[src/rtl/i2c_txn_arbiter.sv]
// Round-robin arbiter that shares one i2c_master between NUM_REQ requesters.
// Holds the master operands stable per transfer and returns read data or a timeout error.
module i2c_txn_arbiter #(
  parameter int unsigned NUM_REQ             = 4,
  parameter int unsigned ADDRESS_WIDTH       = 7,
  parameter int unsigned REGISTER_ADDR_WIDTH = 8,
  parameter int unsigned DATA_WIDTH          = 8,
  parameter int unsigned START_TIMEOUT       = 64,
  parameter int unsigned TXN_TIMEOUT         = 65535
) (
  input  logic                                   clk,
  input  logic                                   reset,
  input  logic [15:0]                            cfg_divider,
  input  logic [NUM_REQ-1:0]                     req_valid,
  output logic [NUM_REQ-1:0]                     req_ready,
  input  logic [NUM_REQ-1:0]                     req_rw,
  input  logic [NUM_REQ*ADDRESS_WIDTH-1:0]       req_dev_addr,
  input  logic [NUM_REQ*REGISTER_ADDR_WIDTH-1:0] req_reg_addr,
  input  logic [NUM_REQ*DATA_WIDTH-1:0]          req_wdata,
  output logic [NUM_REQ-1:0]                     rsp_valid,
  output logic                                   rsp_err,
  output logic [DATA_WIDTH-1:0]                  rsp_rdata,
  output logic [$clog2(NUM_REQ)-1:0]             grant_id,
  output logic                                   arb_busy,
  output logic                                   m_en,
  output logic                                   m_rw,
  output logic [ADDRESS_WIDTH-1:0]               m_device_addr,
  output logic [REGISTER_ADDR_WIDTH-1:0]         m_register_addr,
  output logic [DATA_WIDTH-1:0]                  m_mosi,
  output logic [15:0]                            m_divider,
  input  logic [DATA_WIDTH-1:0]                  m_miso,
  input  logic                                   m_busy
);

  localparam int unsigned ID_W  = $clog2(NUM_REQ);
  localparam int unsigned CNT_W = 17;

  localparam logic [1:0] IDLE   = 2'd0;
  localparam logic [1:0] LAUNCH = 2'd1;
  localparam logic [1:0] RUN    = 2'd2;
  localparam logic [1:0] RESP   = 2'd3;

  logic [1:0]                     state, state_nxt;
  logic [CNT_W-1:0]               cnt, cnt_nxt;
  logic [ID_W-1:0]                ptr, winner;
  logic                           any_valid, grant;
  logic                           resp_err_nxt;
  logic [DATA_WIDTH-1:0]          resp_rdata_nxt;
  logic                           sel_rw;
  logic [ADDRESS_WIDTH-1:0]       sel_dev;
  logic [REGISTER_ADDR_WIDTH-1:0] sel_reg;
  logic [DATA_WIDTH-1:0]          sel_wdata;

  // First valid requester at or after the pointer, wrapping around.
  always_comb begin
    winner    = '0;
    any_valid = 1'b0;
    for (int unsigned k = 0; k < NUM_REQ; k++) begin
      int unsigned idx;
      idx = 32'(ptr) + k;
      if (idx >= NUM_REQ) idx = idx - NUM_REQ;
      if (!any_valid && 1'(req_valid >> idx)) begin
        any_valid = 1'b1;
        winner    = ID_W'(idx);
      end
    end
  end

  assign grant     = (state == IDLE) && !m_busy && any_valid;
  assign req_ready = (grant && !reset) ? (NUM_REQ'(1'b1) << winner) : '0;

  assign sel_rw    = 1'(req_rw >> winner);
  assign sel_dev   = ADDRESS_WIDTH'(req_dev_addr >> (32'(winner) * ADDRESS_WIDTH));
  assign sel_reg   = REGISTER_ADDR_WIDTH'(req_reg_addr >> (32'(winner) * REGISTER_ADDR_WIDTH));
  assign sel_wdata = DATA_WIDTH'(req_wdata >> (32'(winner) * DATA_WIDTH));

  always_ff @(posedge clk or posedge reset) begin
    if (reset) begin
      state <= IDLE;
      cnt   <= '0;
    end else begin
      state <= state_nxt;
      cnt   <= cnt_nxt;
    end
  end

  // Next state, cycle counter and the response that goes out in RESP.
  always_comb begin
    state_nxt      = state;
    cnt_nxt        = cnt;
    resp_err_nxt   = 1'b1;
    resp_rdata_nxt = '0;
    case (state)
      IDLE: begin
        if (grant) begin
          state_nxt = LAUNCH;
          cnt_nxt   = '0;
        end
      end
      LAUNCH: begin
        if (m_busy) begin
          state_nxt = RUN;
          cnt_nxt   = '0;
        end else if (cnt == CNT_W'(START_TIMEOUT - 1)) begin
          state_nxt = RESP;
        end else begin
          cnt_nxt = cnt + CNT_W'(1);
        end
      end
      RUN: begin
        if (!m_busy) begin
          state_nxt      = RESP;
          resp_err_nxt   = 1'b0;
          resp_rdata_nxt = m_rw ? m_miso : '0;
        end else if (cnt == CNT_W'(TXN_TIMEOUT - 1)) begin
          state_nxt = RESP;
        end else begin
          cnt_nxt = cnt + CNT_W'(1);
        end
      end
      RESP:    state_nxt = IDLE;
      default: state_nxt = IDLE;
    endcase
  end

  // Registered outputs; operands only move on an accept edge.
  always_ff @(posedge clk or posedge reset) begin
    if (reset) begin
      ptr             <= '0;
      grant_id        <= '0;
      arb_busy        <= 1'b0;
      m_en            <= 1'b0;
      m_rw            <= 1'b0;
      m_device_addr   <= '0;
      m_register_addr <= '0;
      m_mosi          <= '0;
      m_divider       <= '0;
      rsp_valid       <= '0;
      rsp_err         <= 1'b0;
      rsp_rdata       <= '0;
    end else begin
      m_en      <= (state_nxt == LAUNCH);
      arb_busy  <= (state_nxt != IDLE);
      rsp_valid <= '0;
      rsp_err   <= 1'b0;
      rsp_rdata <= '0;
      if (grant) begin
        grant_id        <= winner;
        ptr             <= (32'(winner) == NUM_REQ - 1) ? '0 : winner + ID_W'(1);
        m_rw            <= sel_rw;
        m_device_addr   <= sel_dev;
        m_register_addr <= sel_reg;
        m_mosi          <= sel_wdata;
        m_divider       <= cfg_divider;
      end
      if (state_nxt == RESP) begin
        rsp_valid <= NUM_REQ'(1'b1) << grant_id;
        rsp_err   <= resp_err_nxt;
        rsp_rdata <= resp_rdata_nxt;
      end
    end
  end

endmodule

[config.mk]
export PLATFORM = sky130hd
export DESIGN_NAME = i2c_txn_arbiter
export DESIGN_NICKNAME = d
export VERILOG_FILES = /design/src/rtl/i2c_txn_arbiter.sv
export SDC_FILE = /design/constraint.sdc
export NUM_CORES = 1
export LEC_CHECK = 0
export CAP_MARGIN = 25
export CORE_MARGIN = 3
export CORE_UTILIZATION = 39
export CTS_BUF_LIST = sky130_fd_sc_hd__clkbuf_16
export DETAILED_ROUTE_END_ITERATION = 12
export PLACE_DENSITY = 0.87
export SLEW_MARGIN = 20
export SYNTH_ARGS = -nofsm -noshare
export SYNTH_HDL_FRONTEND = slang
export SYNTH_SLANG_ARGS = --single-unit
export TNS_END_PERCENT = 10
[constraint.sdc]
create_clock -name clk -period 2.7 [get_ports clk]
set_clock_uncertainty 0.1 [all_clocks]
set_input_delay 0.405 -clock clk [delete_from_list [all_inputs] [get_ports clk]]
set_output_delay 0.405 -clock clk [all_outputs]
set_load 0.05 [all_outputs]
==> results.md <==
Logic synthesis:
- When the netlist entered floorplanning its net count stood at roughly 540.
- In the synthesized netlist, the cells that appear most often are sky130_fd_sc_hd__dfrtp_1 (78), sky130_fd_sc_hd__mux2i_1 (49), sky130_fd_sc_hd__nand2_1 (38).
- The compound-gate portion of the synthesized area is between 10% and 20%.
- After synthesis, the largest family of logic cells by area is multiplexers.
- Yosys mapped a number of flops with a built-in enable equal to 0.
- The main flop type after synthesis is sky130_fd_sc_hd__dfrtp_1.
- The adder-cell share of the synthesized area is approximately 3.5%.
- The synthesized design contains between 70 and 80 register bits.
- The number of different library cells in the post-synthesis netlist is 54.
- The leading area contributor after synthesis is sky130_fd_sc_hd__dfrtp_1.
- The post-synthesis xor/xnor area fraction is 0.2034%.
- Counting every instance in the synthesized netlist gives between 300 and 400.
- In this run the biggest area consumer among cell types represents roughly 45% of the synthesized area.
- During synthesis, Yosys emitted a total of 0 warnings.
- In the post-synthesis netlist, the biggest area contributors are sky130_fd_sc_hd__dfrtp_1 (45%), sky130_fd_sc_hd__mux2i_1 (11%), sky130_fd_sc_hd__o221ai_1 (5.1%).
- The synthesized netlist devotes between 10 and 15% of its cell area to simple gates.
- The part of the Yosys area used for sequential elements is between 40% and 50%.
- The post-synthesis async set-or-reset flop share is 100.0%.
- The portion of synthesized area spent on multiplexers is around 18%.
- The average cell area after synthesis is roughly 11 µm².
- The library cell with the highest instance count after synthesis is sky130_fd_sc_hd__dfrtp_1.
- The synthesized netlist occupies a cell area of between 4000 and 5000 µm².

Timing:
- The final cycle utilization of the critical path is 109.7%.
- For the final routed database, the setup TNS stands at -1.113 ns.
- The number of hold-slack violations in the final timing report was 0.
- The number of failing setup endpoints in the final timing report is 9.
- The number of pins exceeding their max-slew limit in the final report is 0.
- The slew at the pin closest to its max-slew limit is 0.5774 ns.
- The tightest hold path in the finished design has a slack of 0.3869 ns.
- The achievable frequency is roughly 0.34 GHz.
- For the finished layout, the period the worst path requires is about 3 ns.
- The least setup slack across all paths after layout is -0.2621 ns.
- Setup repair after global routing could not meet its margin everywhere.
- The worst pin sits at a relative slew slack of 61.38%.

Finish:
- Of the cells placed in the final design, the portion with a size suffix greater than 1 is approximately a quarter.
- The number of standard cells in the layout, taps in and fillers out is around 770.
- The net count of the finished layout is roughly 770.
- The layout has 737 filler cells.
- The final core utilization is a little over two thirds.
- The count of antenna diodes in the layout is 0.
- Relative to the synthesized area, the layout overhead comes to 71.23%.

Global route:
- After global routing the overflow that remains totals 0.
- Entering global routing, the biggest net connects 33 pins.
- The number of antenna violations at the first check in global routing is 0.
- The global-route usage over all layers is 21.56%.
- The first global-routing pass estimated about 22 mm of wire.
- The via count of the first global-routing pass was between 4000 and 5000.

CTS:
- The TritonCTS clock tree is yes.
- The tree is rooted in a sky130_fd_sc_hd__clkbuf_16.
- The maximum root-to-sink buffer count is 2.
- The sink count of the clock tree is 78.
- After clock tree synthesis, the clock-pin slew on the worst setup and hold paths is around 0.060 ns.
- For the worst-skew pair, the clock arrives at the later sink with an insertion delay of about 0.33 ns.
- The clock tree synthesis step divided the H-tree into 3 levels.
- The number of clock buffers inserted by TritonCTS is 9.

Worst setup path:
- The type of element launching the critical path is a register.
- In this run the critical register-to-register path is captured at cnt[7]$_DFFE_PP0P_.
- The launch instance of the worst register-to-register path is ptr[0]$_DFFE_PP0P_.
- For this run, the slowest stage of the critical path takes around 0.42 ns.
- The signal on the critical path passes through inv_2, ha_4, a21o_1, a2bb2oi_2, o221ai_2, a22oi_2, buf_6, inv_6, ha_4, and2_4, buf_12.
- The most numerous cell type found on the critical path is sky130_fd_sc_hd__ha_4.
- By startpoint and endpoint, the worst setup path is classified as register to output pin.
- In this design, the largest share of critical-path delay is due to compound AO/OA/AOI/OAI gates.
- The length in cells of the worst reg-to-reg path is 9.
- The largest driver fanout on the critical path is 4.
- Across all register-to-register paths, the minimum setup slack is -0.06 ns.
- The arrival time of data at the critical path endpoint is between 2 and 2.5 ns.
- Counting both buffers and inverters, the worst setup path holds a total of 4.
- The most critical setup path has its startpoint at ptr[0]$_DFFE_PP0P_.
- Following the worst setup path forward leads to its endpoint at req_ready[3].
- The number of cells on the critical path is 11.
- The type of element capturing the critical path is an output pin.
- STA puts the critical path data required time at 2.19 ns.
- The cell with the largest stage delay on the worst path is sky130_fd_sc_hd__dfrtp_2.

Route:
- Dividing the detail-routed wire length by the instance count gives roughly 18 µm.
- The initial DRC count is 291.
- Summed over all layers, the routed wires come to roughly 14 mm.
- The number of DRC violations after detailed routing is 0.
- Using the TritonRoute via totals, the vias-per-cell ratio works out to between 5 and 6.
- The routed layout has between 4000 and 5000 vias.
- The number of iterations in the first detailed-routing pass is 5.
- Once detail routing completed, the nets flagged for antenna violations numbered 0.

Run status:
- The final reports fail on setup timing.
- The flow ran to the end, but the final reports show violations.

Floorplan:
- The horizontal extent of the die is ~110 µm.
- The total number of placement rows is 37.
- The region available for standard cell placement spans about 11000 µm².
- The count of pins on the block boundary is between 150 and 200.
- For this configuration, the core starts out at a cell density of 40.97%.
- The vertical extent of the die is roughly 110 µm.
- The die covers approximately 12000 µm².

Placed design:
- The final HPWL from detailed placement is approximately 10 mm.
- Buffers placed on the I/O ports in this run total between 150 and 200.
- The final weighted congestion of routability-driven global placement is 0.8509.
- The number of placed instances with taps included is about 740.

Power and ir drop:
- The worst-case IR drop observed on VDD is between 0.0006 and 0.0007 V.
- The total power per unit cell area is between 1000 and 1500 nW/µm².
- The static leakage is 3.137 nW.

Hold path:
- The min-delay analysis places its worst path in the category register to register.

Flow run:
- The number of violations of the max-capacitance limit is 0.
-- where the power goes --
part | internal [mW] | switching (mW)
Combinational | 2.86 | 3.54
Sequential | 1.56 | 0.234
Clock | 0.642 | 0.520
Total | 5.07 | 4.29
-- metrics by stage --
stage,setup WS [ns],power (mW),instance area [µm²]
4_1_cts,-0.2189,8.802,7117
3_5_place_dp,-0.3753,7.307,6664
5_1_grt,-0.3439,9.840,7372
3_3_place_gp,-0.2995,7.172,6664
2_1_floorplan,0.003613,5.412,4367
6_report,-0.2621,9.356,7372
-- worst reg2reg max path: cells and delay by family (launching register included) --
family | cells | cell delay, ns
compound gates | 5 | 1.36
buf+inv | 2 | 0.32
flops | 1 | 0.45
simple gates | 1 | 0.25
fa+ha+maj | 1 | 0.18
-- what timing repair did --
action / CTS / global route
buffers inserted: 9 / 3
cloned: 1 / 2
hold buffers: 0 / 0
gates resized for setup: 21 / 42
pin swaps: 5 / 5
endpoints found under the setup margin: 15 / 57
-- metal layers --
metal | track usage [%] | part of all wire [%] | up-vias
met3 | 5.022 | 7.0 | 31
met5 | 0 | 0 | -
li1 | - | - | 1960
met4 | 7.624 | 2.3 | 0
met1 | 24.68 | 38 | 2040
met2 | 39.20 | 53 | 210
-- state kept, by name, indices dropped and copies added, names as in the netlist --
signal	flops
arb_busy	1
cnt	17
grant_id	2
m_device_addr	7
m_divider	16
m_en	1
m_mosi	8
m_register_addr	8
m_rw	1
ptr	2
rsp_err	1
rsp_rdata	8
rsp_valid	4
state	2
-- final cells by class --
type                            instances  area, µm²  share of cell area [%]
Inverter                               13      55.05                  0.7468
Clock inverter                          7      61.31                  0.8316
Multi-Input combinational cell        285       2452                   33.27
Tap cell                              136      170.2                   2.308
Timing Repair Buffer                  241       2455                   33.30
Clock buffer                            9      225.2                   3.055
Sequential cell                        78       1953                   26.49
-- cells by family (layout without fill, tap and decap cells) --
kind of cell               Yosys count  in the layout
AOI/OAI and AO/OA                   94             94
xor gates and xnor gates             1              1
adders and majority gates           12             12
buffers and inverters               35            270
DFF                                 78             78
muxes                               71             71
and+or+nand+nor                    107            107
-- how the worst min path moves through the flow --
stage,depth (start not counted),slack [ns],end,from
after CTS,2,0.39,m_register_addr[6]$_DFFE_PP0P_,m_register_addr[6]$_DFFE_PP0P_
after global routing,1,0.42,m_divider[10]$_DFFE_PP0P_,m_divider[10]$_DFFE_PP0P_
after floorplan,1,0.36,cnt[7]$_DFFE_PP0P_,cnt[7]$_DFFE_PP0P_
after global placement,2,0.37,m_mosi[5]$_DFFE_PP0P_,m_mosi[5]$_DFFE_PP0P_
final,2,0.39,m_register_addr[6]$_DFFE_PP0P_,m_register_addr[6]$_DFFE_PP0P_
after detailed placement,2,0.37,m_register_addr[6]$_DFFE_PP0P_,m_register_addr[6]$_DFFE_PP0P_
-- cells in the final DEF, fill, tap and decap left out, drive strengths merged, types with 15 or more instances in the layout --
master	synthesis	final
mux2	20	20
inv	13	17
nor2	15	15
nand2	38	38
o221ai	25	25
o21ai	25	25
clkdlybuf4s50	0	179
dfrtp	78	78
buf	14	55
and2	15	15
mux2i	49	49
(Power assumes the default switching activity.)
